`config.mk`:
```
export PLATFORM = sky130hd
export DESIGN_NAME = multicycle_control
export DESIGN_NICKNAME = d
export VERILOG_FILES = /design/src/rtl/multicycle_pkg.sv /design/src/rtl/multicycle_control_output_decode.sv /design/src/rtl/multicycle_control.sv
export SDC_FILE = /design/constraint.sdc
export NUM_CORES = 1
export LEC_CHECK = 0
export ABC_AREA = 1
export CORE_MARGIN = 4
export CORE_UTILIZATION = 40
export DETAILED_ROUTE_END_ITERATION = 12
export PLACE_DENSITY = 0.85
export SLEW_MARGIN = 10
export SYNTH_ARGS = -nofsm -noshare
export SYNTH_HDL_FRONTEND = slang
export SYNTH_SLANG_ARGS = --single-unit
```
`constraint.sdc`:
```
create_clock -name clk -period 1.55 [get_ports clk]
set_clock_uncertainty 0.1 [all_clocks]
set_input_delay 0.155 -clock clk [delete_from_list [all_inputs] [get_ports clk]]
set_output_delay 0.155 -clock clk [all_outputs]
set_load 0.05 [all_outputs]
```
`src/rtl/multicycle_pkg.sv`:
```
// rtl/multicycle_pkg.sv - shared state, opcode and select encodings for the multi-cycle controller
package multicycle_pkg;

    typedef enum logic [3:0] {
        IDLE      = 4'd0,
        FETCH     = 4'd1,
        DECODE    = 4'd2,
        R_EXEC    = 4'd3,
        R_WB      = 4'd4,
        I_EXEC    = 4'd5,
        I_WB      = 4'd6,
        MEM_ADDR  = 4'd7,
        MEM_READ  = 4'd8,
        MEM_WB    = 4'd9,
        MEM_WRITE = 4'd10,
        BRANCH    = 4'd11,
        JUMP      = 4'd12,
        ILLEGAL   = 4'd13
    } state_t;

    localparam logic [5:0] OP_RTYPE = 6'h00;
    localparam logic [5:0] OP_J     = 6'h02;
    localparam logic [5:0] OP_JAL   = 6'h03;
    localparam logic [5:0] OP_BEQ   = 6'h04;
    localparam logic [5:0] OP_BNE   = 6'h05;
    localparam logic [5:0] OP_ADDI  = 6'h08;
    localparam logic [5:0] OP_ORI   = 6'h0D;
    localparam logic [5:0] OP_LUI   = 6'h0F;
    localparam logic [5:0] OP_LW    = 6'h23;
    localparam logic [5:0] OP_SW    = 6'h2B;

    localparam logic [3:0] ALU_NONE  = 4'b0000;
    localparam logic [3:0] ALU_LW    = 4'b0001;
    localparam logic [3:0] ALU_SW    = 4'b0010;
    localparam logic [3:0] ALU_BR    = 4'b0011;
    localparam logic [3:0] ALU_ADD   = 4'b0100;
    localparam logic [3:0] ALU_ORI   = 4'b0101;
    localparam logic [3:0] ALU_LUI   = 4'b0110;
    localparam logic [3:0] ALU_RTYPE = 4'b1111;

    localparam logic [1:0] SRCB_B       = 2'b00;
    localparam logic [1:0] SRCB_FOUR    = 2'b01;
    localparam logic [1:0] SRCB_IMM     = 2'b10;
    localparam logic [1:0] SRCB_IMM_SH2 = 2'b11;

    localparam logic [1:0] PCSRC_ALU    = 2'b00;
    localparam logic [1:0] PCSRC_ALUOUT = 2'b01;
    localparam logic [1:0] PCSRC_JUMP   = 2'b10;

    localparam logic [1:0] M2R_ALUOUT = 2'b00;
    localparam logic [1:0] M2R_MDR    = 2'b01;
    localparam logic [1:0] M2R_PC     = 2'b10;

    localparam logic [1:0] RDST_RT = 2'b00;
    localparam logic [1:0] RDST_RD = 2'b01;
    localparam logic [1:0] RDST_RA = 2'b10;

    // Post-DECODE state for each opcode class.
    function automatic state_t dispatch(input logic [5:0] op);
        state_t s;
        case (op)
            OP_RTYPE:                s = R_EXEC;
            OP_ADDI, OP_ORI, OP_LUI: s = I_EXEC;
            OP_LW, OP_SW:            s = MEM_ADDR;
            OP_BEQ, OP_BNE:          s = BRANCH;
            OP_J, OP_JAL:            s = JUMP;
            default:                 s = ILLEGAL;
        endcase
        return s;
    endfunction

endpackage

```
`src/rtl/multicycle_control_output_decode.sv`:
```
// rtl/multicycle_control_output_decode.sv - combinational map from (state, op_q, mem_ready) to control outputs
module mc_output_decode
    import multicycle_pkg::*;
(
    input  state_t      i_state,
    input  logic [5:0]  i_op_q,
    input  logic        i_mem_ready,
    output logic        o_pc_write,
    output logic        o_branch_eq,
    output logic        o_branch_ne,
    output logic        o_iord,
    output logic        o_mem_read,
    output logic        o_mem_write,
    output logic        o_ir_write,
    output logic [1:0]  o_mem_to_reg,
    output logic [1:0]  o_reg_dst,
    output logic        o_reg_write,
    output logic        o_alu_src_a,
    output logic [1:0]  o_alu_src_b,
    output logic [3:0]  o_alu_op,
    output logic [1:0]  o_pc_source,
    output logic        o_illegal_op
);

    always_comb begin
        o_pc_write   = 1'b0;
        o_branch_eq  = 1'b0;
        o_branch_ne  = 1'b0;
        o_iord       = 1'b0;
        o_mem_read   = 1'b0;
        o_mem_write  = 1'b0;
        o_ir_write   = 1'b0;
        o_mem_to_reg = M2R_ALUOUT;
        o_reg_dst    = RDST_RT;
        o_reg_write  = 1'b0;
        o_alu_src_a  = 1'b0;
        o_alu_src_b  = SRCB_B;
        o_alu_op     = ALU_NONE;
        o_pc_source  = PCSRC_ALU;
        o_illegal_op = 1'b0;
        case (i_state)
            FETCH: begin
                o_mem_read  = 1'b1;
                o_alu_src_b = SRCB_FOUR;
                o_alu_op    = ALU_ADD;
                // IR and PC only load once memory has actually returned the word.
                o_ir_write  = i_mem_ready;
                o_pc_write  = i_mem_ready;
            end
            DECODE: begin
                o_alu_src_b = SRCB_IMM_SH2;
                o_alu_op    = ALU_ADD;
            end
            R_EXEC: begin
                o_alu_src_a = 1'b1;
                o_alu_op    = ALU_RTYPE;
            end
            R_WB: begin
                o_reg_dst   = RDST_RD;
                o_reg_write = 1'b1;
            end
            I_EXEC: begin
                o_alu_src_a = 1'b1;
                o_alu_src_b = SRCB_IMM;
                case (i_op_q)
                    OP_ORI:  o_alu_op = ALU_ORI;
                    OP_LUI:  o_alu_op = ALU_LUI;
                    default: o_alu_op = ALU_ADD;
                endcase
            end
            I_WB: begin
                o_reg_write = 1'b1;
            end
            MEM_ADDR: begin
                o_alu_src_a = 1'b1;
                o_alu_src_b = SRCB_IMM;
                o_alu_op    = (i_op_q == OP_SW) ? ALU_SW : ALU_LW;
            end
            MEM_READ: begin
                o_iord     = 1'b1;
                o_mem_read = 1'b1;
            end
            MEM_WB: begin
                o_mem_to_reg = M2R_MDR;
                o_reg_write  = 1'b1;
            end
            MEM_WRITE: begin
                o_iord      = 1'b1;
                o_mem_write = 1'b1;
            end
            BRANCH: begin
                o_alu_src_a = 1'b1;
                o_alu_op    = ALU_BR;
                o_pc_source = PCSRC_ALUOUT;
                o_branch_eq = (i_op_q == OP_BEQ);
                o_branch_ne = (i_op_q == OP_BNE);
            end
            JUMP: begin
                o_pc_source = PCSRC_JUMP;
                o_pc_write  = 1'b1;
                if (i_op_q == OP_JAL) begin
                    o_reg_dst    = RDST_RA;
                    o_mem_to_reg = M2R_PC;
                    o_reg_write  = 1'b1;
                end
            end
            ILLEGAL: begin
                o_illegal_op = 1'b1;
            end
            default: begin
            end
        endcase
    end

endmodule

```
`src/rtl/multicycle_control.sv`:
```
// rtl/multicycle_control.sv - state register, latched opcode and next-state logic for the multi-cycle MIPS core
module multicycle_control
    import multicycle_pkg::*;
#(
    parameter int OP_W    = 6,
    parameter int ALUOP_W = 4
) (
    input  logic               clk,
    input  logic               reset,
    input  logic [OP_W-1:0]    OP,
    input  logic               mem_ready,
    output logic               PCWrite,
    output logic               BranchEQ,
    output logic               BranchNE,
    output logic               IorD,
    output logic               MemRead,
    output logic               MemWrite,
    output logic               IRWrite,
    output logic [1:0]         MemtoReg,
    output logic [1:0]         RegDst,
    output logic               RegWrite,
    output logic               ALUSrcA,
    output logic [1:0]         ALUSrcB,
    output logic [ALUOP_W-1:0] ALUOp,
    output logic [1:0]         PCSource,
    output logic               illegal_op,
    output logic [3:0]         state_dbg
);

    state_t          r_state;
    state_t          w_next_state;
    logic [OP_W-1:0] r_op_q;

    always_comb begin
        w_next_state = r_state;
        case (r_state)
            IDLE:      w_next_state = FETCH;
            FETCH:     w_next_state = mem_ready ? DECODE : FETCH;
            // Dispatch on the live opcode; op_q captures it on this same edge.
            DECODE:    w_next_state = dispatch(OP);
            R_EXEC:    w_next_state = R_WB;
            I_EXEC:    w_next_state = I_WB;
            MEM_ADDR:  w_next_state = (r_op_q == OP_SW) ? MEM_WRITE : MEM_READ;
            MEM_READ:  w_next_state = mem_ready ? MEM_WB : MEM_READ;
            MEM_WRITE: w_next_state = mem_ready ? FETCH : MEM_WRITE;
            R_WB, I_WB, MEM_WB, BRANCH, JUMP, ILLEGAL:
                       w_next_state = FETCH;
            default:   w_next_state = IDLE;
        endcase
    end

    always_ff @(posedge clk or negedge reset) begin
        if (!reset) begin
            r_state <= IDLE;
            r_op_q  <= '0;
        end else begin
            r_state <= w_next_state;
            if (r_state == DECODE)
                r_op_q <= OP;
        end
    end

    mc_output_decode u_output_decode (
        .i_state      (r_state),
        .i_op_q       (r_op_q),
        .i_mem_ready  (mem_ready),
        .o_pc_write   (PCWrite),
        .o_branch_eq  (BranchEQ),
        .o_branch_ne  (BranchNE),
        .o_iord       (IorD),
        .o_mem_read   (MemRead),
        .o_mem_write  (MemWrite),
        .o_ir_write   (IRWrite),
        .o_mem_to_reg (MemtoReg),
        .o_reg_dst    (RegDst),
        .o_reg_write  (RegWrite),
        .o_alu_src_a  (ALUSrcA),
        .o_alu_src_b  (ALUSrcB),
        .o_alu_op     (ALUOp),
        .o_pc_source  (PCSource),
        .o_illegal_op (illegal_op)
    );

    assign state_dbg = r_state;

endmodule

```
==> out/metrics.csv, run 1 <==
metric,value,unit
outcome,aborted with a tool error,
stop_stage,4_1_cts,
first-error,"[ERROR DPL-0038] Utilization greater than 100%, impossible to legalize",
cts_buffers,3,
io_buffers,34,
ios,35,
ctsResizeCount,36,
dp_slack,-0.0187,ns
root_buffer,clkbuf_4,
synth-edff-count,0,
cts_setup_buffers,11,
yosysUniqueCellTypes,24,
htreeDepth,1,
synth-main-ff-cell,dfrtp_1,
yosysWarnings,0,
die_w,53.1,um
start_util,0.419,
synth_area_per_cell,6.31,um2
clock-sinks,10,
dp_hpwl,3040,um
ys_async_sr_fraction,1.00,
rows,16,
fp.dieH,53.1,um
cts_hold_buf,0,
ys_ff_latch,10,
cts_buffer_depth,2,
ys_seq_area_frac,0.307,
place_congestion,0.908,
synth_cells,129,
syn-cell-area,815,um2
syn-num-nets,138,
==> cell families after synthesis <==
group / after synthesis / share of synthesized area
buf+inv: 19 / 0.0952
compound gates: 13 / 0.0906
flops: 10 / 0.307
simple gates: 87 / 0.507
==> synthesized netlist by cell type (3+ instances only) <==
library cell  number  area share
nand2_1           33        0.15
nor2_1            24        0.11
inv_1             14       0.065
dfrtp_1           10        0.31
nand3_1            8       0.049
o21ai_0            6       0.037
nand4_1            5       0.038
nor2_2             5       0.038
inv_2              3       0.014
nor3_1             3       0.018
==> stage by stage <==
step / cells / TNS, ns / area (um2)
detailed placement: 210 / -0.0497 / 1760
floorplan: 129 / -4.87 / 971
global placement: 210 / 0 / 1760
==> inputs of run 2 (changes only) <==
- CORE_AREA: default -> 4 4 65 67
- CORE_MARGIN: 4 -> default
- CORE_UTILIZATION: 40 -> default
- DIE_AREA: default -> 0 0 69 71
- PLACE_DENSITY: 0.85 -> default
- PLACE_DENSITY_LB_ADDON: default -> 0.15
==> run 2 against run 1 <==
Net effect: the flow now finishes, with violations (setup timing); synthesized cell count unchanged; synthesized area unchanged.
==> out/metrics.csv, run 2 <==
metric,value,unit
worstSetupStartpointType,register,
worst-path-stages,6,
synth-main-ff-cell,dfrtp_1,
critPathBufInv,3,
die_w,69,um
detail_route.first_pass.iterations,4,
drt_iter0_drc,53,
worstMarginPinSlew,0.405,ns
clkTransAtPathRegs,0.05,ns
ff2ff_setup_slack,-0.08,ns
viasPerCell,4.65,
cts_buffer_depth,2,
fp.dieH,71,um
crit_slowest_cell,dfrtp_4,
finish.utilization,0.598,
ys_async_sr_fraction,1.00,
min_period,1.79,ns
setup_viol,23,
rsz0062_at_grt,true,
r2r_cells,9,
critPathMaxStageDelay,0.51,ns
place_congestion,0.868,
fin_crit_sh,1.16,
cts_buffers,3,
wl_met2,1930,um
syn-cell-area,815,um2
vias,1199,
clkLatencyLatePin,0.23,ns
root_buffer,clkbuf_8,
relSlewSlack,0.729,
dp_slack,-0.0180,ns
r2r-end,state_dbg[1]$_DFF_PN0_,
drc,0,
cp-startpoint,state_dbg[3]$_DFF_PN0_,
peakVddDrop,0.000765,V
yosysWarnings,0,
crit_type,reg -> out,
power_density,2300,nW/um2
wirelength,3530,um
wl_met1,1390,um
synth_top_cell_area_share,0.307,
violations,setup timing,
p_leak,0.961,nW
ys_top_cells_by_count,"nand2_1, nor2_1, inv_1, dfrtp_1, nand3_1",
clock-sinks,10,
outcome,"finished, violations left",
wl_met3,139,um
required,1.29,ns
worst_slack,-0.244,ns
n_fill_cell,305,
hold_viol_final,0,
cp_top_family,flip-flops,
num-nets-final,220,
highest_layer,met4,
layout.cells.most_common,buf_4,
fmax,557,MHz
core,3630,um2
crit_fanout,5,
rows,22,
postRouteAntennaNets,0,
synth_area_per_cell,6.31,um2
setup_tns,-3.13,ns
synth_area_leaders,"dfrtp_1, nand2_1, nor2_1",
syn-num-nets,138,
gr-total-overflow,0,
antenna_found_initial,0,
io_buffers,34,
start_util,0.224,
layout_common_cells,"buf_4, buf_12, nand2_1, nor2_4, nor2_1",
fin_area,2170,um2
hold_class,in -> async,
ios,35,
dp_hpwl,2550,um
grt_pass1_wl,5540,um
grt_max_degree,11,
reg2reg_from,state_dbg[0]$_DFF_PN0_,
htreeDepth,1,
largest_register,r_op_q,
dieArea,4900,um2
synth-edff-count,0,
cp-end-kind,output pin,
synth_area_leader_cell,dfrtp_1,
grt_pass1_vias,1191,
cp.arrival,1.54,ns
dpl-instance-area,1820,um2
worstPathCellList,inv_2 -> nand2_4 -> nor2_2 -> inv_1 -> o21ai_4 -> buf_12,
slew_viol_final,0,
synth_cells,129,
avgRoutedWirePerCell,13.7,um
total_power,4.99,mW
cp-endpoint,ALUOp[0],
yosysUniqueCellTypes,24,
syn_to_final_growth,167,%
drive_gt1_frac,0.614,
ys_ff_latch,10,
track_usage,0.137,
yosysMostFrequentCell,nand2_1,
diodes,0,
ys_seq_area_frac,0.307,
largest_reg_flops,6,
cts_hold_buf,0,
cts_tree,built,
maxCapViolCount,0,
## run 2: metal layers
| layer | GRT usage | vias up |
|---|---|---|
| li1 | - | 577 |
| met1 | 0.147 | 581 |
| met2 | 0.245 | 34 |
| met3 | 0.0284 | 7 |
| met4 | 0.0868 | 0 |
| met5 | 0 | - |
## run 2: per-stage QoR
step	hold slack (ns)	std cells
5_1_grt	0.164	258
4_1_cts	0.129	251
3_5_place_dp	0.378	236
3_3_place_gp	0.376	236
2_1_floorplan	-0.241	129
6_report	0.119	258
## run 2: worst register-to-register path, cell delays in order, from the launching register on
cell and delay (ns):
dfrtp_2 0.47, inv_4 0.12, nor2_4 0.05, buf_6 0.12, buf_6 0.12, nand2_8 0.11
nor2_4 0.07, buf_4 0.14, nor2_1 0.11, nand4_1 0.10
## run 2: cell type report
| type | count | area, um2 | area share |
|---|---|---|---|
| inverters | 18 | 82.6 | 0.0380 |
| clock buffers | 4 | 55.1 | 0.0253 |
| well taps | 48 | 60.1 | 0.0276 |
| repair buffers | 78 | 980 | 0.451 |
| multi-input cells | 100 | 737 | 0.339 |
| flip-flops and latches | 10 | 259 | 0.119 |
## run 2: worst min-delay path by stage
stage	to	startpoint	slack (ns)	cells after the start
detailed placement	r_op_q[4]$_DFFE_PN0P_	reset	0.38	1
CTS	r_op_q[4]$_DFFE_PN0P_	reset	0.13	1
global route	r_op_q[4]$_DFFE_PN0P_	reset	0.16	1
floorplan	r_op_q[0]$_DFFE_PN0P_	reset	-0.24	0
finish	r_op_q[4]$_DFFE_PN0P_	reset	0.12	1
global placement	r_op_q[0]$_DFFE_PN0P_	reset	0.38	1
## run 2: kinds of logic after synthesis
group	synth area share
AND/OR/NAND/NOR	0.507
buffers and inverters	0.0952
flip-flops	0.307
AO/OA/AOI/OAI	0.0906
## run 2: timing repair
action                                  4_1_cts  5_1_grt
endpoints found under the setup margin       19       28
pin swaps                                    12       12
resized for setup                            27       19
setup buffers                                12        9
## run 2: power breakdown
part | switching [mW] | internal [mW] | leakage, nW
Clock | 0.0957 | 0.223 | 0.0288
Sequential | 0.219 | 0.402 | 0.118
Combinational | 2.12 | 1.92 | 0.814
Total | 2.44 | 2.55 | 0.961
(Power assumes the default switching activity.)
==> inputs of run 3 (changes only) <==
- SKIP_CTS_REPAIR_TIMING: default -> 1
==> run 3 against run 2 <==
Net effect: design area is 4.5% lower; via count is 4.6% lower; total power is 7.5% lower; wire length is 9.1% lower; clock power hardly changed; largest cell class unchanged; the flow still finishes with violations (setup timing); setup slack better by 0.033 ns; highest routed layer unchanged; global-route usage is 1.4 points lower; sequential share of layout area is 0.56 points higher; non-clock buffer count is 8 lower; combinational power is 8.9% lower; critical endpoint is now BranchEQ; critical path depth stayed put.
==> out/metrics.csv, run 3 (synthesis gave the netlist of run 2 again) <==
metric,value,unit
core,3630,um2
grt_pass1_wl,5000,um
diodes,0,
cts_tree,built,
place_congestion,0.868,
power_density,2220,nW/um2
n_fill_cell,328,
drive_gt1_frac,0.599,
avgRoutedWirePerCell,12.8,um
clkTransAtPathRegs,0.05,ns
postRouteAntennaNets,0,
placed_cells,236,
wl_met3,145,um
dp_hpwl,2550,um
worst_slack,-0.211,ns
dieArea,4900,um2
io_buffers,34,
fin_area,2080,um2
syn_to_final_growth,155,%
vias,1144,
fp.dieH,71,um
cp.arrival,1.51,ns
crit_fanout,4,
drc,0,
layout.cells.most_common,buf_4,
num-nets-final,212,
critPathBufInv,2,
p_leak,0.911,nW
largest_register,r_op_q,
grt_max_degree,11,
start_util,0.224,
slew_viol_final,0,
fin_crit_sh,1.14,
rows,22,
clock-sinks,10,
die_w,69,um
min_period,1.76,ns
drt_iter0_drc,29,
worstPathCellList,buf_4 -> nand2_4 -> nor2_4 -> nand3_4 -> nor4_4 -> buf_12,
cp-end-kind,output pin,
htreeDepth,1,
track_usage,0.123,
fmax,568,MHz
maxCapViolCount,0,
wl_met2,1710,um
rsz0062_at_grt,true,
antenna_found_initial,0,
wl_met1,1290,um
worstSetupStartpointType,register,
seq_area,259,um2
grt_pass1_vias,1068,
largest_reg_flops,6,
outcome,"finished, violations left",
root_buffer,clkbuf_8,
highest_layer,met4,
crit_slowest_cell,dfrtp_2,
required,1.29,ns
cts_buffers,3,
dpl-instance-area,1820,um2
detail_route.first_pass.iterations,4,
relSlewSlack,0.730,
cp_top_family,simple AND/OR/NAND/NOR gates,
ios,35,
violations,setup timing,
hold_viol_final,0,
clkLatencyLatePin,0.23,ns
critPathMaxStageDelay,0.40,ns
viasPerCell,4.58,
wirelength,3210,um
instances_no_fill,250,
hold_class,in -> async,
gr-total-overflow,0,
layout_common_cells,"buf_4, buf_12, nand2_1, nor2_4, nor2_1",
cts_buffer_depth,2,
worstMarginPinSlew,0.404,ns
multi_input_area,728,um2
crit_type,reg -> out,
setup_viol,18,
peakVddDrop,0.000748,V
## run 3: stage by stage
| step | setup slack (ns) | utilization | hold slack [ns] | power [mW] | setup TNS (ns) |
|---|---|---|---|---|---|
| 2_1_floorplan | -0.543 | - | -0.241 | 2.27 | -4.87 |
| 3_3_place_gp | -0.0167 | 0.501 | 0.376 | 3.79 | -0.0167 |
| 3_5_place_dp | -0.0180 | 0.501 | 0.378 | 3.83 | -0.0415 |
| 4_1_cts | -0.273 | 0.516 | 0.130 | 4.16 | -3.55 |
| 5_1_grt | -0.287 | 0.571 | 0.164 | 4.84 | -3.57 |
| 6_report | -0.211 | 0.571 | 0.119 | 4.62 | -2.43 |
## run 3: power breakdown
group / total [mW] / switching (mW) / internal (mW)
clock network: 0.317 / 0.0942 / 0.223
registers: 0.613 / 0.210 / 0.403
logic: 3.69 / 2.01 / 1.67
## run 3: final timing paths
path	cells past startpoint	end	from	slack, ns
max	6	BranchEQ	state_dbg[0]$_DFF_PN0_	-0.21
min	1	r_op_q[4]$_DFFE_PN0P_	reset	0.12
max reg2reg	9	state_dbg[2]$_DFF_PN0_	state_dbg[0]$_DFF_PN0_	0.03
min reg2reg	2	r_op_q[1]$_DFFE_PN0P_	r_op_q[1]$_DFFE_PN0P_	0.46
max in group asynchronous	1	state_dbg[3]$_DFF_PN0_	reset	0.91
min in group clk	3	r_op_q[4]$_DFFE_PN0P_	OP[4]	0.43
## run 3: final cells by class
class                           instances  area share
Timing Repair Buffer                   70       0.430
Sequential cell                        10       0.125
Clock buffer                            4      0.0265
Multi-Input combinational cell        100       0.351
Tap cell                               48      0.0289
Inverter                               18      0.0386
## run 3: metal layers
layer / track usage / vias to the layer above
li1: - / 563
met5: 0 / -
met1: 0.144 / 537
met2: 0.216 / 37
met3: 0.0213 / 7
met4: 0.0607 / 0
